--- src/rtl/weight_pkg.sv ---
// Constants and FSM state encoding shared by the weight fetch controller and the weight RAM.
package weight_pkg;

  localparam int N     = 10;
  localparam int AW    = 7;
  localparam int WW    = 10;
  localparam int DEPTH = 65;

  typedef enum logic [2:0] {
    IDLE,
    CHECK,
    ISSUE,
    CAPT,
    STREAM,
    FIN
  } state_e;

endpackage

--- src/rtl/weight_shift_buf.sv ---
// Holds one RAM vector of N weights; parallel load, then shifts one word toward
// word 0 on every accepted transfer so word 0 is always the word on offer.
module weight_shift_buf #(
  parameter int N  = weight_pkg::N,
  parameter int WW = weight_pkg::WW
) (
  input  logic            Clock,
  input  logic            Rst,
  input  logic            load_i,
  input  logic            shift_i,
  input  logic [N*WW-1:0] data_i,
  output logic [WW-1:0]   word_o
);

  logic [N*WW-1:0] buf_q, buf_d;

  always_comb begin
    buf_d = buf_q;
    if (load_i)       buf_d = data_i;
    else if (shift_i) buf_d = buf_q >> WW;
  end

  always_ff @(posedge Clock or negedge Rst) begin
    if (!Rst) buf_q <= '0;
    else      buf_q <= buf_d;
  end

  assign word_o = buf_q[WW-1:0];

endmodule

--- src/rtl/weight_fetch_ctrl.sv ---
// Fetches NumVec vectors of N weights from the weight RAM and streams them
// one word at a time over a valid/ready interface.
//
// state  | meaning
// IDLE   | waiting for Start
// CHECK  | range check of Base/NumVec against RAM depth
// ISSUE  | address on RAM_Addr, waits out Init_busy
// CAPT   | RAM read data arriving, loaded into buffer at the end
// STREAM | offering buffered words downstream
// FIN    | Done (and Err) pulse
module weight_fetch_ctrl #(
  parameter int N     = weight_pkg::N,
  parameter int AW    = weight_pkg::AW,
  parameter int WW    = weight_pkg::WW,
  parameter int DEPTH = weight_pkg::DEPTH
) (
  input  logic                 Clock,
  input  logic                 Rst,
  input  logic                 Start,
  input  logic [AW-1:0]        Base,
  input  logic [2:0]           NumVec,
  input  logic                 Init_busy,
  input  logic [N*WW-1:0]      RAM_Q,
  output logic [AW-1:0]        RAM_Addr,
  output logic                 RAM_WE,
  output logic signed [WW-1:0] W_data,
  output logic                 W_valid,
  input  logic                 W_ready,
  output logic                 W_last,
  output logic                 W_end,
  output logic                 Busy,
  output logic                 Done,
  output logic                 Err
);

  import weight_pkg::*;

  localparam int JW = (N > 1) ? $clog2(N) : 1;
  localparam logic [JW-1:0] J_LAST = JW'(N - 1);

  state_e        state_q;
  logic [AW-1:0] base_q, addr_q;
  logic [2:0]    numvec_q, k_q;
  logic [JW-1:0] j_q;
  logic          valid_q, last_q, end_q, busy_q, done_q, err_q;
  logic [8:0]    span_last;
  logic          xfer, k_final;
  logic [WW-1:0] buf_word;

  // Address of the last word the job would touch.
  assign span_last = 9'(base_q) + 9'(numvec_q) * 9'(N) - 9'd1;
  assign xfer      = valid_q & W_ready;
  assign k_final   = (k_q == numvec_q - 3'd1);

  always_ff @(posedge Clock or negedge Rst) begin
    if (!Rst) begin
      state_q  <= IDLE;
      base_q   <= '0;
      numvec_q <= '0;
      addr_q   <= '0;
      k_q      <= '0;
      j_q      <= '0;
      valid_q  <= 1'b0;
      last_q   <= 1'b0;
      end_q    <= 1'b0;
      busy_q   <= 1'b0;
      done_q   <= 1'b0;
      err_q    <= 1'b0;
    end else begin
      done_q <= 1'b0;
      err_q  <= 1'b0;
      case (state_q)
        IDLE: if (Start) begin
          base_q   <= Base;
          numvec_q <= NumVec;
          k_q      <= '0;
          j_q      <= '0;
          busy_q   <= 1'b1;
          state_q  <= CHECK;
        end
        CHECK: begin
          if (numvec_q == 3'd0) begin
            done_q  <= 1'b1;
            state_q <= FIN;
          end else if (span_last > 9'(DEPTH - 1)) begin
            done_q  <= 1'b1;
            err_q   <= 1'b1;
            state_q <= FIN;
          end else begin
            addr_q  <= base_q;
            state_q <= ISSUE;
          end
        end
        ISSUE: if (!Init_busy) state_q <= CAPT;
        CAPT: begin
          j_q     <= '0;
          valid_q <= 1'b1;
          last_q  <= (J_LAST == '0);
          end_q   <= (J_LAST == '0) && k_final;
          state_q <= STREAM;
        end
        STREAM: if (xfer) begin
          if (!last_q) begin
            j_q    <= j_q + 1'b1;
            last_q <= (j_q + 1'b1 == J_LAST);
            end_q  <= (j_q + 1'b1 == J_LAST) && k_final;
          end else if (!end_q) begin
            k_q     <= k_q + 3'd1;
            addr_q  <= addr_q + AW'(N);
            valid_q <= 1'b0;
            last_q  <= 1'b0;
            state_q <= ISSUE;
          end else begin
            valid_q <= 1'b0;
            last_q  <= 1'b0;
            end_q   <= 1'b0;
            done_q  <= 1'b1;
            state_q <= FIN;
          end
        end
        FIN: begin
          busy_q  <= 1'b0;
          state_q <= IDLE;
        end
        default: state_q <= IDLE;
      endcase
    end
  end

  weight_shift_buf #(.N(N), .WW(WW)) u_buf (
    .Clock   (Clock),
    .Rst     (Rst),
    .load_i  (state_q == CAPT),
    .shift_i (xfer),
    .data_i  (RAM_Q),
    .word_o  (buf_word)
  );

  assign RAM_Addr = addr_q;
  assign RAM_WE   = 1'b0;
  assign W_data   = buf_word;
  assign W_valid  = valid_q;
  assign W_last   = last_q;
  assign W_end    = end_q;
  assign Busy     = busy_q;
  assign Done     = done_q;
  assign Err      = err_q;

endmodule

--- config.mk ---
export PLATFORM = sky130hd
export DESIGN_NAME = weight_fetch_ctrl
export DESIGN_NICKNAME = d
export VERILOG_FILES = /design/src/rtl/weight_pkg.sv /design/src/rtl/weight_shift_buf.sv /design/src/rtl/weight_fetch_ctrl.sv
export SDC_FILE = /design/constraint.sdc
export NUM_CORES = 1
export LEC_CHECK = 0
export CAP_MARGIN = 20
export CORE_MARGIN = 1.5
export CORE_UTILIZATION = 45
export CTS_CLUSTER_DIAMETER = 100
export DETAILED_ROUTE_END_ITERATION = 10
export GPL_TIMING_DRIVEN = 1
export HOLD_SLACK_MARGIN = 0.03
export PLACE_DENSITY = 0.7
export SYNTH_ARGS = -nofsm -noshare
export SYNTH_HDL_FRONTEND = slang
export SYNTH_HIERARCHICAL = 1
export SYNTH_SLANG_ARGS = --single-unit
--- constraint.sdc ---
create_clock -name Clock -period 3.59 [get_ports Clock]
set_clock_uncertainty 0.2 [all_clocks]
set_input_delay 1.077 -clock Clock [delete_from_list [all_inputs] [get_ports Clock]]
set_output_delay 1.077 -clock Clock [all_outputs]
set_load 0.02 [all_outputs]
==> Word level (Yosys, flattened, before mapping) <==
Cells that the tools add are included.
{ "classes": {"n_reduce_logical": 17, "order_cmp": 1, "eq_ne": 15, "mul": 1, "mux": 44, "addsub": 6, "bitwise": 1} }
{ "op_table": {"columns": ["operator", "count"], "rows": [
  ["$mux W100", 2],
  ["$mux W7", 5],
  ["$mux W3", 11],
  ["$pmux W3 S5", 1],
  ["$mux W1", 14],
  ["$ne A2 B2 Y1 const B", 7],
  ["$pmux W7 S2", 1],
  ["$mux W4", 3],
  ["$pmux W4 S3", 1],
  ["$pmux W1 S2", 5],
  ["$reduce_bool A2 Y1", 5],
  ["$gt A9 B7 Y1 const B", 1],
  ["$sub A8 B1 Y9 const B", 1],
  ["$add A7 B7 Y8", 1],
  ["$reduce_and A4 Y1", 2],
  ["$add A7 B4 Y7 const B", 1],
  ["$eq A3 B2 Y1 const B", 2],
  ["$eq A3 B3 Y1 const B", 2],
  ["$logic_not A3 Y1", 2],
  ["$mul A3 B3 Y6 const B", 1],
  ["$pmux W3 S2", 1],
  ["$reduce_and A2 Y1", 3],
  ["$reduce_and A6 Y1", 1],
  ["$reduce_and A5 Y1", 1],
  ["other kinds (11)", 11]
]} }
{ "word_totals": {"regBits": 133} }

==> Logic depth before layout (Yosys ltp) <==
Gate-level depths: netlist of the first run.
{ "logic_depth": {"ltp_word": 7, "depth_mapped": 13, "ltp_nobuf": 13} }

==> Hierarchy <==
Netlist of the first run, hierarchy kept.
{ "by_module_without_submodules": {"columns": ["module", "cells_per_inst", "seq_area_each_um2", "instances", "area_each_um2"], "rows": [
  ["weight_shift_buf", 443, 2502.4, 1, 4688.2],
  ["weight_fetch_ctrl", 255, 825.8, 1, 2263.4]
]} }

==> Least setup slack after synthesis of the first run <==
No wires, ideal clock.
{ "synth_timing": {"path_type": "register to register", "startpoint": "register numvec_q[2]", "endpoint": "register addr_q[2] (netlist: RAM_Addr[2])", "path_slack_ns": 0.349, "t_required_ns": 3.262, "synth_period_minus_slack_ns": 3.241, "n_path_buf": 0, "path_stages_with_launch": 14, "arrival_ns": 2.914, "path_cell_list": "dfrtp_1 -> ha_1 -> ha_1 -> ha_1 -> inv_1 -> ha_1 -> inv_1 -> ha_1 -> o21ai_0 -> o21bai_1 -> a211oi_1 -> a21oi_4 -> o31ai_4 -> mux2_1"} }
{ "synth_between": {"elab_chain_cells": 6, "elab_cells_between_ends": 8, "cone_classes": "2 x add/sub; 1 x mul; 1 x order compare; 2 x eq/ne; 2 x reduce/logical"} }
{ "synth_rtl": {"columns": ["element", "line", "rtl"], "rows": [
  ["start, declared", "weight_fetch_ctrl.sv:43", "logic [2:0] numvec_q, k_q;"],
  ["start signal, assigned", "weight_fetch_ctrl.sv:75", "numvec_q <= NumVec;"],
  ["$mul A3 B3 Y6", "weight_fetch_ctrl.sv:51", "assign span_last = 9'(base_q) + 9'(numvec_q) * 9'(N) - 9'd1;"],
  ["$add A7 B7 Y8", "weight_fetch_ctrl.sv:51", null],
  ["$sub A8 B1 Y9", "weight_fetch_ctrl.sv:51", null],
  ["$gt A9 B7 Y1", "weight_fetch_ctrl.sv:85", "end else if (span_last > 9'(DEPTH - 1)) begin"],
  ["$ne A2 B2 Y1 (no line)", null, null],
  ["$reduce_and A6 Y1 (no line) *", null, null],
  ["end signal, assigned", "weight_fetch_ctrl.sv:90", "addr_q <= base_q;"],
  ["end signal, assigned", "weight_fetch_ctrl.sv:109", "addr_q <= addr_q + AW'(N);"],
  ["end, declared", "weight_fetch_ctrl.sv:42", "logic [AW-1:0] base_q, addr_q;"]
]} }
Every way passes the cells marked *; elsewhere a longest branch is shown, timed or not.
A chain may end at the register's enable or synchronous reset.

==> Final worst setup path of the first run <==
Ends and elaborated chain as after synthesis.

==> metrics.md, run 1 <==
| Metric | Value |
|---|---|
| Status | finished clean |
| Measured slew at the worst slew-check pin | 0.720 ns |
| CP max FO | 8 |
| # DRC | 0 |
| Crit path capture | RAM_Addr[2] |
| First-pass GRT wire length | 27100 µm |
| Critical path startpoint | numvec_q[2] |
| # setup viols final | 0 |
| DR vias | 5460 |
| Placeable Area | 15100 µm² |
| Synth unique cells | 56 |
| Ys flop type | dfrtp_1 |
| Top cell by count, worst path | ha_1 |
| Die X | 127 µm |
| Tcrit/Tclk final | 96.9% |
| # clock sinks | ~130 |
| Latest clock arrival within the worst-skew pair | between 0.4 and 0.5 ns |
| Slowest cell on the critical path | dfrtp_1 |
| Ys Warns | 6 |
| Total die area | between 15000 and 20000 µm² |
| Max-slew headroom | 52.0% |
| Port Buffers | 137 |
| Mapped cell area | 6950 µm² |
| Iter 0 DRT Violations | 351 |
| Initial antenna violation count | 0 |
| FF-to-FF setup slack | 0.11 ns |
| IO Count | 139 |
| Fmax | 287 MHz |
| RSZ-0062 raised after global routing | false |
| Maximum capacitance violations | 0 |
| Largest net degree at the start of global routing | between 90 and 100 |
| Hold Startpoint | j_q[3] |
| Clock-pin slew on the worst setup and hold paths | 0.06 ns |
| TNS Setup | 0 ns |
| Row count | 45 |
| H-tree depth | 4 |
| Reg-to-reg endpoint | RAM_Addr[2] |
| Number of enable flip-flop cells after synthesis | 0 |
| Sequential share of the synthesized area | 47.9% |
| Total global-route track usage | 21.0% |
| Initial Utilization | 45.9% |
| Critical Path RT | 3.68 ns |
| Max VDD drop | 843 µV |
| DIE HEIGHT | 127 µm |
| Max-slew violations | 0 |
| Pwr dens | 837 nW/µm² |
| Synth cell count leaders | 133 x dfrtp_1, 133 x nand2_1, 98 x o21ai_1 |
| CTS Buffer Depth | 2 |
| Top post-synthesis cells by area | dfrtp_1 48%, mux2i_1 13%, nand2_1 7.2% |
| Hold buffer count at cts | 0 |
| Cell accounting for the most synthesized area | dfrtp_1 |
| Crit Path Category | reg -> reg |
| Routability cong. | 0.808 |
| Post-synth top area share | 47.9% |
| Leakage power | about 4.1 nW |
| Type of the worst min-delay path | reg -> reg |
| Crit path capture type | register |
| R2R depth | 13 |
| Routed WL per cell | roughly 16 µm |
| Vias per cell | 5.36 |
| Fillers | between 1k and 1.5k |
| ANT cells | 0 |
| CP arrival | 3.57 ns |
| Final wirelength | 16500 µm |
| Critical path, cell by cell | ha_1 > ha_1 > ha_1 > inv_1 > ha_1 > inv_1 > ha_1 > o21ai_0 > o21bai_1 > a211oi_2 > a21oi_4 > o31ai_4 > mux2_1 |
| Final Critical Period | 3.48 ns |
| FF+latch count, synth | 133 |
| Global route overflow | 0 |
| DPL Wire Length | 11700 µm |
| CTS buffer count | 17 |
| Cells after synthesis | 698 |
| Mean Syn Cell Area | 9.96 µm² |
| Root buffer cell | clkbuf_16 |
| Fin util | 59.4% |
| P&R area growth vs syn | 29.4% |
| Final Hold Vio Count | 0 |
| Layout cell share with drive strength beyond 1 | under 10% |
| R2R Path Start | numvec_q[2] |
| ANT nets after route | 0 |
| FFs w/ async S/R, synth | 100% |
| CP startpoint kind | register |
| Net Count, Synth | 834 |
| Max stage delay on crit path | 0.44 ns |
| CTS tree | built |
| Number of global-route vias before repair | 5396 |
| Nets | 954 |
| Drt pass-1 iters | 6 |
-- power breakdown --
part           switching [mW]  internal, mW  leakage, nW  total, mW
combinational            1.88          1.50         1.99       3.38
sequential              0.370          1.94         1.79       2.31
clock                   0.658          1.18        0.303       1.84
-- placed cells by master, fill, tap and decap left out, types with 4 or more instances in the layout --
| master | instances |
|---|---|
| clkdlybuf4s50_1 | 136 |
| dfrtp_1 | 133 |
| nand2_1 | 133 |
| o21ai_1 | 98 |
| mux2i_1 | 92 |
| inv_1 | 34 |
| o21ai_0 | 26 |
| ha_1 | 20 |
| clkbuf_16 | 17 |
| a21oi_1 | 14 |
| nand2b_1 | 12 |
| nor2_1 | 10 |
| buf_4 | 10 |
| nand3_1 | 6 |
| xnor2_1 | 5 |
| nor2b_1 | 4 |
| nor3_1 | 4 |
| clkinv_2 | 4 |
| bufinv_16 | 4 |
| buf_12 | 4 |
-- metrics by stage --
| step | hold WS (ns) | worst slack, ns | cells | power (mW) | area, µm² |
|---|---|---|---|---|---|
| after floorplan | 0.268 | 0.349 | 698 | 4.60 | 6950 |
| after global placement | 0.286 | 0.205 | 983 | 5.25 | 8320 |
| after detailed placement | 0.288 | 0.0333 | 983 | 5.47 | 8320 |
| after CTS | 0.300 | 0.0285 | 1015 | 7.34 | 8950 |
| after global routing | 0.319 | 0.00677 | 1019 | 8.01 | 9000 |
| final | 0.295 | 0.111 | 1019 | 7.53 | 9000 |
-- area by class of cell --
type / instances / area, µm² / area share, %
multi-input cells: 480 / 3150 / 35.0
well taps: 188 / 235 / 2.61
clock inverters: 13 / 181 / 2.02
repair buffers: 151 / 1530 / 17.0
flip-flops and latches: 133 / 3330 / 37.0
inverters: 35 / 134 / 1.49
clock buffers: 19 / 443 / 4.92
-- routing by layer --
metal / vias up / wire, µm / GRT usage, %
li1: 2644 / - / -
met1: 2630 / 7510 / 28.4
met2: 162 / 7900 / 33.8
met3: 24 / 770 / 4.56
met4: 0 / 345 / 7.02
met5: - / 0 / 0
-- flip-flops by register name, summed over array words and instances, names as in the netlist --
| signal | count |
|---|---|
| W_end | 1 |
| u_buf/buf_q | 100 |
| Done | 1 |
| Err | 1 |
| base_q | 7 |
| state_q | 3 |
| j_q | 4 |
| Busy | 1 |
| RAM_Addr | 7 |
| k_q | 3 |
| numvec_q | 3 |
| W_valid | 1 |
| W_last | 1 |
-- critical path, delay by kind of cell (launching register included) --
kind                       cells  cell delay (ns)
DFF                            1             0.44
adders and majority gates      5             1.29
muxes                          1             0.35
AOI/OAI and AO/OA              5             0.99
buffers and inverters          2             0.08
-- logic make-up (layout without fill, tap and decap cells) --
family          Yosys count  after routing  synth area share, %
compound gates          174            174                 14.7
mux                      97             97                 14.1
simple gates            180            180                 11.3
flops                   133            133                 47.9
xor+xnor                  7              7                0.882
fa+ha+maj                21             21                 3.89
other cells               1              1               0.0539
buf+inv                  85            218                 7.22
-- worst min path at each step --
| stage | end | slack, ns | cells past startpoint |
|---|---|---|---|
| finish | j_q[3] | 0.29 | 2 |
| detailed placement | j_q[3] | 0.29 | 2 |
| global route | j_q[3] | 0.32 | 2 |
| global placement | j_q[3] | 0.29 | 2 |
| CTS | j_q[3] | 0.30 | 2 |
| floorplan | j_q[3] | 0.27 | 2 |
-- timing repair --
action	CTS	global route
setup buffers	0	4
endpoints found under the setup margin	0	6
resized for setup	0	4
endpoints found under the hold margin	0	0
Note: power is estimated with default switching activity, not from simulation.
==> run 2: changes to the inputs <==
- CORE_UTILIZATION: 45 -> 35
- PLACE_DENSITY: 0.7 -> 0.57
==> metrics.md, run 2 (same netlist as run 1, synthesis figures left out) <==
| Metric | Value |
|---|---|
| Status | finished clean |
| Hold depth | 2 |
| Number of global-route vias before repair | around 5.3k |
| Largest net degree at the start of global routing | 157 |
| ANT nets after route | 0 |
| # clock sinks | between 100 and 150 |
| Type of the worst min-delay path | reg -> reg |
| Tcrit/Tclk final | 96.0% |
| P&R area growth vs syn | 30.9% |
| Crit path capture type | register |
| CP startpoint kind | register |
| CTS buffer count | 17 |
| ANT cells | 0 |
| Total global-route track usage | between 10% and 20% |
| Fmax | 290 MHz |
| DIE HEIGHT | ~140 µm |
| Final Hold Vio Count | 0 |
| Pwr dens | roughly 830 nW/µm² |
| Iter 0 DRT Violations | 234 |
| # setup viols final | 0 |
| CTS tree | built |
| Maximum capacitance violations | 0 |
| DPL Wire Length | about 12000 µm |
| Clock-pin slew on the worst setup and hold paths | around 0.060 ns |
| Die X | 144 µm |
| Max-slew violations | 0 |
| Nets | between 900 and 1k |
| Vias per cell | between 4 and 5 |
| Placeable Area | 19500 µm² |
| IO Count | 139 |
| R2R depth | 13 |
| Final wirelength | 17200 µm |
| Global route overflow | 0 |
| Final Critical Period | 3.45 ns |
| Root buffer cell | clkbuf_16 |
| Initial Utilization | 35.7% |
| Leakage power | around 4.1 nW |
| Latest clock arrival within the worst-skew pair | 0.41 ns |
| DR vias | 5306 |
| Routed WL per cell | 15.7 µm |
| Critical Path RT | 3.68 ns |
| First-pass GRT wire length | 27400 µm |
| H-tree depth | 4 |
| Max FFs per register | 100 |
| Drt pass-1 iters | 5 |
| Largest Register | u_buf/buf_q |
| Total die area | 20700 µm² |
| Port Buffers | 137 |
| Layout cell share with drive strength beyond 1 | around 7.2% |
| CP arrival | 3.54 ns |
| # DRC | 0 |
| Commonest cells after routing, fill and taps aside | 136 x clkdlybuf4s50_1, 133 x dfrtp_1, 133 x nand2_1 |
| Max VDD drop | 571 µV |
| TNS Setup | 0 ns |
| Routability cong. | 0.806 |
| CTS Buffer Depth | 2 |
| CP max FO | 9 |
| Max-slew headroom | 53.8% |
| Crit Path Category | reg -> reg |
| Hold WS | 0.301 ns |
| Commonest non-fill, non-tap cell in the layout | clkdlybuf4s50_1 |
| Initial antenna violation count | 0 |
| Fillers | roughly 1.9k |
| Measured slew at the worst slew-check pin | 0.692 ns |
| Row count | 51 |
[run 2: layout make-up]
class                   count  area (µm²)  area share (%)
clock buffers              21         460            5.06
clock inverters            11         174            1.91
inverters                  35         136            1.50
multi-input cells         481        3160            34.8
flip-flops and latches    133        3330            36.6
well taps                 265         332            3.64
repair buffers            148        1510            16.5
[run 2: per-layer routing]
layer / track usage [%] / wire [µm] / vias to the layer above
li1: - / - / 2639
met1: 22.7 / 8110 / 2510
met2: 27.0 / 8170 / 133
met3: 3.77 / 696 / 24
met4: 6.39 / 247 / 0
met5: 0 / 0 / -
[run 2: worst paths after layout]
path	start	end	slack, ns
max	numvec_q[2]	RAM_Addr[2]	0.14
min	j_q[3]	j_q[3]	0.30
max reg2reg	numvec_q[2]	RAM_Addr[2]	0.14
min reg2reg	j_q[3]	j_q[3]	0.30
max in group asynchronous	Rst	numvec_q[2]	2.02
min in group asynchronous	Rst	u_buf/buf_q[4]	0.46
[run 2: timing repair]
| item | 4_1_cts | 5_1_grt |
|---|---|---|
| endpoints found under the setup margin | 0 | 6 |
| hold buffers | 0 | 0 |
| setup buffers | 0 | 2 |
| gates resized for setup | 0 | 4 |
[run 2: power breakdown]
part / internal [mW] / switching [mW]
registers: 1.94 / 0.361
clock network: 1.20 / 0.649
logic: 1.44 / 1.92
[run 2: stage by stage]
stage / worst slack [ns] / power, mW / instance area (µm²) / instances / utilization [%]
floorplan: 0.349 / 4.60 / 6950 / 698 / -
global placement: 0.234 / 5.27 / 8420 / 1059 / 43.2
detailed placement: 0.0423 / 5.45 / 8420 / 1059 / 43.2
CTS: 0.0265 / 7.34 / 9050 / 1091 / 46.5
global route: -0.00605 / 8.03 / 9100 / 1094 / 46.7
finish: 0.143 / 7.52 / 9100 / 1094 / 46.7
[run 2: critical path, cell delays in order (launching register included)]
cell	delay, ns
dfrtp_1	0.43
ha_1	0.21
ha_1	0.18
ha_1	0.26
inv_1	0.04
ha_1	0.26
inv_1	0.10
ha_2	0.32
o21ai_0	0.09
o21bai_1	0.11
a211oi_2	0.33
a21oi_4	0.12
o31ai_4	0.34
mux2_1	0.36
==> run 3: changes to the inputs <==
- CTS_BUF_LIST: unset -> sky130_fd_sc_hd__clkbuf_8
==> metrics.md, run 3 (same netlist as run 1, synthesis figures left out) <==
| Metric | Value |
|---|---|
| R2R depth | 12 |
| DR vias | 5283 |
| DIE HEIGHT | 144 µm |
| Critical path startpoint | numvec_q[2] |
| First-pass GRT wire length | 27200 µm |
| Total power | 7.05 mW |
| Sequential Power Share | 32.6% |
| Delay-heaviest family, CP | adder cells |
| Maximum capacitance violations | 0 |
| Routability cong. | 0.806 |
| Hold depth | 2 |
| IO Count | between 100 and 150 |
| Fin util | 45.8% |
| DPL Wire Length | 12100 µm |
| # setup viols final | 0 |
| Final wirelength | 17200 µm |
| DR WL met3 | around 710 µm |
| Initial Utilization | 35.7% |
| CTS Buffer Depth | 2 |
| Slowest cell on the critical path | dfrtp_1 |
| Leakage power | 3.99 nW |
| Clock-pin slew on the worst setup and hold paths | 0.07 ns |
| Total global-route track usage | ~17% |
| Iter 0 DRT Violations | between 200 and 250 |
| CTS tree | built |
| Layout cell share with drive strength beyond 1 | under 10% |
| Largest Register | u_buf/buf_q |
| Largest net degree at the start of global routing | ~160 |
| Critical Path RT | 3.71 ns |
| Max-slew violations | 0 |
| Die X | 144 µm |
| Latest clock arrival within the worst-skew pair | about 0.44 ns |
| CP arrival | 3.58 ns |
| Max stage delay on crit path | 0.44 ns |
| Cell depth of the worst setup path | 12 |
| Status | finished clean |
| DR top layer | met4 |
| Fillers | 1914 |
| Pwr dens | about 790 nW/µm² |
| CTS buffer count | 17 |
| Commonest non-fill, non-tap cell in the layout | clkdlybuf4s50_1 |
| Hold Startpoint | j_q[3] |
| Placeable Area | 19500 µm² |
| Final instance area | 8910 µm² |
| CP max FO | 6 |
| Root buffer cell | clkbuf_8 |
| Number of global-route vias before repair | 5316 |
| Final Hold Vio Count | 0 |
| Hold WS | roughly 0.30 ns |
| ANT cells | 0 |
| Vias per cell | between 4 and 5 |
| Measured slew at the worst slew-check pin | 0.681 ns |
| Tcrit/Tclk final | 96.3% |
| Placed insts | 1059 |
| Crit path capture type | register |
| TNS Setup | 0 ns |
| Clock share of power | between 10% and 20% |
| Int Pwr | between 4 and 5 mW |
| P&R area growth vs syn | 28.1% |
| Drt pass-1 iters | 4 |
| Net Sw Frac | 40.8% |
| Final Critical Period | 3.46 ns |
| # DRC | 0 |
| Critical path buffers and inverters | 2 |
| Global route overflow | 0 |
| Post-place setup slack | 0.0423 ns |
| Type of the worst min-delay path | reg -> reg |
| Final worst setup slack | 0.131 ns |
| Placed inst area | 8420 µm² |
| Fmax | 289 MHz |
| R2R Path Start | numvec_q[2] |
| Comb power frac | 47.7% |
| Max FFs per register | 100 |
| Commonest cells after routing, fill and taps aside | 136 x clkdlybuf4s50_1, 133 x dfrtp_1, 133 x nand2_1 |
| Nets | between 900 and 1k |
| Critical path, cell by cell | ha_1 > ha_1 > ha_1 > inv_1 > ha_1 > inv_1 > ha_2 > nor2b_1 > nor4b_4 > a31oi_4 > o31ai_4 > mux2_1 |
| Crit Path Category | reg -> reg |
| Layout Cells excl Fill | between 1k and 1.5k |
| Routed wl met2 | between 8000 and 9000 µm |
| ANT nets after route | 0 |
| Initial antenna violation count | 0 |
| Port Buffers | 137 |
| CP startpoint kind | register |
| Met1 WL | 8080 µm |
| Total die area | 20700 µm² |
| Row count | 51 |
| Net switching power | 2.88 mW |
| Top cell by count, worst path | ha_1 |
| Max VDD drop | 608 µV |
| Routed WL per cell | between 15 and 20 µm |
| H-tree depth | 4 |
| Max-slew headroom | 54.6% |
| # clock sinks | 133 |
## run 3: cell type report
class,instances,area [µm²],share of cell area [%]
repair buffers,148,1510,16.9
inverters,35,136,1.53
flip-flops and latches,133,3330,37.4
clock buffers,19,262,2.94
clock inverters,13,181,2.04
multi-input cells,481,3160,35.5
well taps,265,332,3.72
## run 3: metal layers
layer,vias to the layer above,track usage [%]
met1,2497,22.6
met3,28,3.90
li1,2633,-
met2,125,26.6
met5,-,0
met4,0,6.44
## run 3: final timing paths
path	endpoint	slack, ns
min in group asynchronous	u_buf/buf_q[4]	0.43
worst max-delay path	RAM_Addr[2]	0.13
worst min-delay path	j_q[3]	0.30
max in group asynchronous	state_q[2]	2.05
worst max register to register	RAM_Addr[2]	0.13
worst min register to register	j_q[3]	0.30
## run 3: what timing repair did
| action | CTS | global route |
|---|---|---|
| endpoints found under the setup margin | 0 | 6 |
| resized for setup | 0 | 4 |
| setup buffers | 0 | 2 |
| hold buffers | 0 | 0 |
## run 3: tightest hold or removal path: cells and delay by family (launching register included)
family,cells,cell delay [ns]
compound gates,1,0.06
simple gates,1,0.05
flops,1,0.36
## run 3: power by group through the flow
stage | Combinational (mW) | Clock [mW] | Sequential, mW
4_1_cts | 3.14 | 1.42 | 2.31
5_1_grt | 3.68 | 1.49 | 2.37
3_5_place_dp | 3.11 | 0 | 2.33
6_report | 3.36 | 1.39 | 2.30
3_3_place_gp | 2.95 | 0 | 2.32
2_1_floorplan | 2.37 | 0 | 2.23
